## src/rtl/dpram_arbiter.sv

```systemverilog
// Round-robin arbiter/sequencer for a simple dual-port RAM: two writers share port A,
// two readers share port B with tagged return. Optional counters: `define DPRAM_ARB_STATS_EN.
module dpram_arbiter #(
  parameter int DATA_WIDTH = 32,
  parameter int ADDR_WIDTH = 10,
  parameter int RD_LAT     = 3
) (
  input  logic                  clk,
  input  logic                  rst,
  input  logic                  w0_req,
  input  logic [ADDR_WIDTH-1:0] w0_addr,
  input  logic [DATA_WIDTH-1:0] w0_data,
  output logic                  w0_gnt,
  input  logic                  w1_req,
  input  logic [ADDR_WIDTH-1:0] w1_addr,
  input  logic [DATA_WIDTH-1:0] w1_data,
  output logic                  w1_gnt,
  input  logic                  r0_req,
  input  logic [ADDR_WIDTH-1:0] r0_addr,
  output logic                  r0_gnt,
  output logic [DATA_WIDTH-1:0] r0_rdata,
  output logic                  r0_rvalid,
  input  logic                  r1_req,
  input  logic [ADDR_WIDTH-1:0] r1_addr,
  output logic                  r1_gnt,
  output logic [DATA_WIDTH-1:0] r1_rdata,
  output logic                  r1_rvalid,
  output logic [ADDR_WIDTH-1:0] ram_addra,
  output logic [DATA_WIDTH-1:0] ram_dina,
  output logic                  ram_wena,
  output logic [ADDR_WIDTH-1:0] ram_addrb,
  output logic                  ram_renb,
  input  logic [DATA_WIDTH-1:0] ram_doutb
`ifdef DPRAM_ARB_STATS_EN
  ,
  output logic [31:0]           stat_wr_cnt,
  output logic [31:0]           stat_rd_cnt,
  output logic [31:0]           stat_stall_cnt
`endif
);

  logic                  wr_last_q, rd_last_q;
  logic                  wr_any, rd_any, wr_id, rd_id;
  logic [ADDR_WIDTH-1:0] wr_addr_d, rd_addr_d;
  logic [DATA_WIDTH-1:0] wr_data_d;

  logic [ADDR_WIDTH-1:0] ram_addra_q, ram_addrb_q;
  logic [DATA_WIDTH-1:0] ram_dina_q;
  logic                  ram_wena_q, ram_renb_q;
  logic [RD_LAT:0]       tag_v_q, tag_id_q;
  logic [DATA_WIDTH-1:0] r0_rdata_q, r1_rdata_q;
  logic                  r0_rvalid_q, r1_rvalid_q;

  // A client wins if it is the only requester or the other client was granted last.
  always_comb begin
    w0_gnt = !rst && w0_req && (!w1_req || wr_last_q);
    w1_gnt = !rst && w1_req && (!w0_req || !wr_last_q);
    r0_gnt = !rst && r0_req && (!r1_req || rd_last_q);
    r1_gnt = !rst && r1_req && (!r0_req || !rd_last_q);
    wr_any    = w0_gnt || w1_gnt;
    rd_any    = r0_gnt || r1_gnt;
    wr_id     = w1_gnt;
    rd_id     = r1_gnt;
    wr_addr_d = wr_id ? w1_addr : w0_addr;
    wr_data_d = wr_id ? w1_data : w0_data;
    rd_addr_d = rd_id ? r1_addr : r0_addr;
  end

  always_ff @(posedge clk) begin
    if (rst) begin
      wr_last_q   <= 1'b1;
      rd_last_q   <= 1'b1;
      ram_addra_q <= '0;
      ram_dina_q  <= '0;
      ram_wena_q  <= 1'b0;
      ram_addrb_q <= '0;
      ram_renb_q  <= 1'b0;
      tag_v_q     <= '0;
      tag_id_q    <= '0;
      r0_rdata_q  <= '0;
      r1_rdata_q  <= '0;
      r0_rvalid_q <= 1'b0;
      r1_rvalid_q <= 1'b0;
    end else begin
      ram_wena_q <= wr_any;
      ram_renb_q <= 1'b1;
      if (wr_any) begin
        wr_last_q   <= wr_id;
        ram_addra_q <= wr_addr_d;
        ram_dina_q  <= wr_data_d;
      end
      if (rd_any) begin
        rd_last_q   <= rd_id;
        ram_addrb_q <= rd_addr_d;
      end
      // Final tag stage lines up with ram_doutb for the read issued RD_LAT+1 cycles earlier.
      tag_v_q  <= {tag_v_q[RD_LAT-1:0], rd_any};
      tag_id_q <= {tag_id_q[RD_LAT-1:0], rd_id};
      r0_rvalid_q <= tag_v_q[RD_LAT] && !tag_id_q[RD_LAT];
      r1_rvalid_q <= tag_v_q[RD_LAT] &&  tag_id_q[RD_LAT];
      if (tag_v_q[RD_LAT] && !tag_id_q[RD_LAT]) r0_rdata_q <= ram_doutb;
      if (tag_v_q[RD_LAT] &&  tag_id_q[RD_LAT]) r1_rdata_q <= ram_doutb;
    end
  end

  assign ram_addra = ram_addra_q;
  assign ram_dina  = ram_dina_q;
  assign ram_wena  = ram_wena_q;
  assign ram_addrb = ram_addrb_q;
  assign ram_renb  = ram_renb_q;
  assign r0_rdata  = r0_rdata_q;
  assign r1_rdata  = r1_rdata_q;
  assign r0_rvalid = r0_rvalid_q;
  assign r1_rvalid = r1_rvalid_q;

`ifdef DPRAM_ARB_STATS_EN
  logic [31:0] wr_cnt_q, rd_cnt_q, stall_cnt_q;
  logic        stall;

  always_comb begin
    stall = (w0_req && !w0_gnt) || (w1_req && !w1_gnt) ||
            (r0_req && !r0_gnt) || (r1_req && !r1_gnt);
  end

  always_ff @(posedge clk) begin
    if (rst) begin
      wr_cnt_q    <= '0;
      rd_cnt_q    <= '0;
      stall_cnt_q <= '0;
    end else begin
      wr_cnt_q    <= wr_cnt_q + 32'(wr_any);
      rd_cnt_q    <= rd_cnt_q + 32'(rd_any);
      stall_cnt_q <= stall_cnt_q + 32'(stall);
    end
  end

  assign stat_wr_cnt    = wr_cnt_q;
  assign stat_rd_cnt    = rd_cnt_q;
  assign stat_stall_cnt = stall_cnt_q;
`endif

endmodule

```

## config.mk

```make
export PLATFORM = sky130hd
export DESIGN_NAME = dpram_arbiter
export DESIGN_NICKNAME = d
export VERILOG_FILES = /design/src/rtl/dpram_arbiter.sv
export SDC_FILE = /design/constraint.sdc
export NUM_CORES = 1
export LEC_CHECK = 0
export CORE_UTILIZATION = 39
export CTS_CLUSTER_DIAMETER = 40
export CTS_CLUSTER_SIZE = 28
export DETAILED_ROUTE_END_ITERATION = 8
export PLACE_DENSITY = 0.85
export SYNTH_ARGS = -nofsm -noshare
export SYNTH_HDL_FRONTEND = slang
export SYNTH_SLANG_ARGS = --single-unit
```

## constraint.sdc

```tcl
create_clock -name clk -period 1.6 [get_ports clk]
set_clock_uncertainty 0.15 [all_clocks]
set_input_delay 0.32 -clock clk [delete_from_list [all_inputs] [get_ports clk]]
set_output_delay 0.32 -clock clk [all_outputs]
set_load 0.005 [all_outputs]
```

==> After elaboration in Yosys (flattened, before gate mapping) <==
Cells that the tools add are included.
{ "totals": {"output_inout_bits": 124, "input_bits": 142, "reg_bits": 130, "elab_cells": 41} }
{ "classes": {"mux": 4, "reduce_logical": 24} }
{ "op_table": {"columns": ["op", "count"], "rows": [
  ["$mux W32", 1],
  ["$mux W10", 2],
  ["$logic_and A1 B1 Y1", 10],
  ["$logic_not A1 Y1", 8],
  ["$logic_or A1 B1 Y1", 6],
  ["$mux W1", 1]
]} }

==> Logic depth before layout (Yosys ltp) <==
{ "depth": {"word_depth": 4, "depth_mapped": 6, "ltp_nobuf": 3} }

==> Worst setup path before layout <==
No wires, ideal clock.
{ "synth_timing": {"path_type": "input to output", "start": "input port w1_req", "end": "output port w0_gnt", "n_path_buf": 2, "setup_slack_ns": 0.071, "stages": 4, "arrival_time_ns": 1.059, "cell_sequence": "clkbuf_1 > clkbuf_1 > nand2b_1 > and3_1"} }
{ "synth_between": {"elab_chain_cells": 3} }
{ "synth_lines": {"columns": ["item", "line_no", "rtl"], "rows": [
  ["start: declaration", "14", "input logic w1_req,"],
  ["$logic_not A1 Y1", "56", "w0_gnt = !rst && w0_req && (!w1_req || wr_last_q);"],
  ["$logic_or A1 B1 Y1", "56", null],
  ["$logic_and A1 B1 Y1", "56", null],
  ["end: declaration", "13", "output logic w0_gnt,"]
]} }
No other way between the ends.

==> Worst setup path in the final report <==
{ "layout_timing": {"start": "register wr_last_q", "end": "output port w0_gnt"} }
{ "layout_between": {"elab_chain_cells": 2} }
{ "layout_lines": {"columns": ["item", "line_no", "rtl"], "rows": [
  ["start: declaration", "42", "logic wr_last_q, rd_last_q;"],
  ["start signal: assignment", "88", "wr_last_q <= wr_id;"],
  ["$logic_or A1 B1 Y1", "56", null],
  ["$logic_and A1 B1 Y1", "56", null]
]} }
No other way between the ends.

==> reports/results.ini <==
[status]
status=finished with violations
failed_checks=negative setup slack

[routing]
dr_total_vias=5392
drt_pass1_iterations=4
vias_per_cell=5.318
drt_drc_violations_left=0
antenna_left=0
routed_wirelength_um=17100
drtIter0Drc=553
wire_per_inst_um=16.87

[logic_synthesis]
synth_area_mm2=0.005000
post_synth_main_area_contributors=sky130_fd_sc_hd__dfxtp_1 52%, sky130_fd_sc_hd__a221o_1 10%, sky130_fd_sc_hd__nand2_1 10%
postSynthAreaPerCell_um2=8.849
post_synth_inst_count=565
synth-seq-area-share_pct=52.05
synthDominantAreaCellType=sky130_fd_sc_hd__dfxtp_1
synth.top_cell.area_share_pct=52.05
yosysWarnings=0
yosysUniqueCellTypes=19
mappedNetlistNets=707
ys_ff_latch=130

[timing]
grt_setup_unrepaired=true
final_hold_viol_count=0
timing_max_transition_violations_final=0
totalNegativeSetupSlack_ns=-0.08246
final-setup-viol-count=3
timing_worst_slew_pin_value_ns=0.6466
slew_headroom_pct=56.66
timing.fmax_ghz=0.6047
period_needed_ns=1.654
portion_of_the_clock_cycle_consumed_by_the_worst_path_in_the_final_layout_pct=103.4
postLayoutSetupSlackWorst_ns=-0.05370

[setup_path]
critical-path-max-stage-delay_ns=0.36
crit_path_max_delay_family=flip-flops
crit_path_start_kind=flip-flop
timing.critical_path.arrival_ns=1.18
path_max_fanout=3
timing.critical_path.required_ns=1.13
critPathCaptureType=output port
worst-setup-path-type=reg -> out
critical_path.cell_chain=nand2b_4, and3_4, buf_6
cp_buf_inv_count=1
slowest_stage=sky130_fd_sc_hd__dfxtp_4

[layout]
final_cell_mix=136 x sky130_fd_sc_hd__clkdlybuf4s50_1, 131 x sky130_fd_sc_hd__nand2_1, 124 x sky130_fd_sc_hd__dlygate4sd2_1, 114 x sky130_fd_sc_hd__dfxtp_1, 64 x sky130_fd_sc_hd__a21oi_1
post-route-cell-area_mm2=0.008686
mostFrequentLayoutCell=sky130_fd_sc_hd__clkdlybuf4s50_1
final_nets=975
areaGrowthSynthToFinish_pct=73.72
post_route_cells_drive_above_1_share_pct=14.89
num_antenna_cells=0

[pwr]
power.total_mw=8.578
p_seq_share_pct=40.5
clockPowerShare_pct=46.2
switching_share_pct=23.05
irDropWorstVdd_uv=640.6
total_leakage_power_nw=3.818
intPower_mw=6.601
power.density_mw_per_mm2=987.6
switchingPower_mw=1.977
pwr-share-comb_pct=13.3

[floorplan]
fp.dieArea_mm2=0.01328
fp.coreArea_mm2=0.01226
floorplan.rows=40
chipHeight_um=115.2
floorplan.initialDensity_pct=40.78
width_of_the_die_um=115.2
num_io_pins=266

[global_routing]
wire_length_of_the_first_global_routing_pass_um=26410
grt_overflow_total=0
antenna_found_initial=0
maximum_number_of_pins_on_one_net_before_global_route_repair=43
global_route.usage.total_pct=25.91
vias_in_the_first_global_route=5458

[cts]
post_cts_hold_buffer_count=0
cts-htree-levels=4
number_of_buffers_created_by_cts=17
clock-root-buffer=sky130_fd_sc_hd__clkbuf_16
cts.clk_slew.worst_paths_ns=0.06
worst_skew_pair.late_latency_ns=0.41
maximum_root_to_sink_buffer_count=2
tritoncts=yes
cts.sink_count=130

[job]
number_of_violations_of_the_max_capacitance_limit=0

[place]
globalplace.congestion=0.8309
post_placement_cell_area_mm2=0.007986
setup_slack_placement_ns=-0.6552
dp_hpwl_um=12200
io_buffer_count=265

[worst_hold_path]
type_of_the_worst_min_delay_path=in -> reg

## cell usage after synthesis
library cell and count:
sky130_fd_sc_hd__nand2_1 133, sky130_fd_sc_hd__dfxtp_1 130, sky130_fd_sc_hd__a21oi_1 64, sky130_fd_sc_hd__a2111oi_0 52, sky130_fd_sc_hd__a221o_1 52, sky130_fd_sc_hd__inv_1 52
sky130_fd_sc_hd__clkbuf_1 43, sky130_fd_sc_hd__nor2b_1 7, sky130_fd_sc_hd__nor2_1 6, sky130_fd_sc_hd__and3_1 5, sky130_fd_sc_hd__buf_6 5, sky130_fd_sc_hd__buf_1 4
sky130_fd_sc_hd__nand2b_1 3, sky130_fd_sc_hd__buf_2 2, sky130_fd_sc_hd__nor3_2 2, sky130_fd_sc_hd__o21ai_0 2, sky130_fd_sc_hd__and2_1 1, sky130_fd_sc_hd__buf_4 1
sky130_fd_sc_hd__inv_2 1
## final timing paths
check	slack, ns	endpoint	depth (start not counted)	startpoint
min reg2reg	0.29	tag_id_q[1]	1	tag_id_q[0]
max reg2reg	0.02	ram_addra[7]	5	wr_last_q
min	0.08	rd_last_q	3	rst
max	-0.05	w0_gnt	3	wr_last_q
## power groups by stage
stage | Sequential (mW) | Combinational [mW] | Clock [mW]
2_1_floorplan | 3.54 | 0.332 | 0
3_3_place_gp | 3.54 | 1.12 | 0
6_report | 3.47 | 1.14 | 3.97
4_1_cts | 3.47 | 1.07 | 4.01
3_5_place_dp | 3.54 | 1.14 | 0
5_1_grt | 3.49 | 1.22 | 4.18
## area by class of cell
class / instances / area (um2)
multi-input cells: 327 / 2148
clock inverters: 12 / 155.1
repair buffers: 304 / 2892
clock buffers: 20 / 456.7
fillers: 914 / 3576
well taps: 168 / 210.2
flip-flops and latches: 130 / 2625
inverters: 53 / 198.9
## logic make-up (layout without fill, tap and decap cells)
family | count (synthesis) | in the layout | share of synthesized area, %
buffers and inverters | 108 | 389 | 8.984
AOI/OAI and AO/OA | 170 | 170 | 26.13
DFF | 130 | 130 | 52.05
and+or+nand+nor | 157 | 157 | 12.84
## tightest hold or removal path: stages
cell	delay, ns
sky130_fd_sc_hd__buf_4	0.09
sky130_fd_sc_hd__inv_2	0.10
sky130_fd_sc_hd__nand2_1	0.09
## layer usage
layer,vias up,GRT usage (%),part of all wire (%)
li1,2540,-,-
met1,2527,26.62,38
met2,272,46.27,50
met3,53,9.331,8.6
met4,0,13.42,3.6
met5,-,0,0
## sequential cells by signal, indices dropped and copies added, names as in the netlist
| signal | flops |
|---|---|
| r1_rvalid | 1 |
| wr_last_q | 1 |
| ram_dina | 32 |
| ram_renb | 1 |
| ram_wena | 1 |
| ram_addra | 10 |
| tag_id_q | 4 |
| r1_rdata | 32 |
| r0_rvalid | 1 |
| r0_rdata | 32 |
| tag_v_q | 4 |
| rd_last_q | 1 |
| ram_addrb | 10 |
## per-stage QoR
step           instances  util (%)  hold WS [ns]
2_1_floorplan        565         -        0.2638
5_1_grt             1014     70.84       0.07389
6_report            1014     70.84       0.07657
4_1_cts             1013     69.51       0.05500
3_5_place_dp         980     65.13        0.2791
3_3_place_gp         980     65.13        0.2674
## what timing repair did
action                                  in CTS  in global routing
endpoints found under the setup margin     166                 46
pin swaps                                    1                  1
resized for setup                          170                 51
setup buffers                                1                  1
Note: power is estimated with default switching activity, not from simulation.
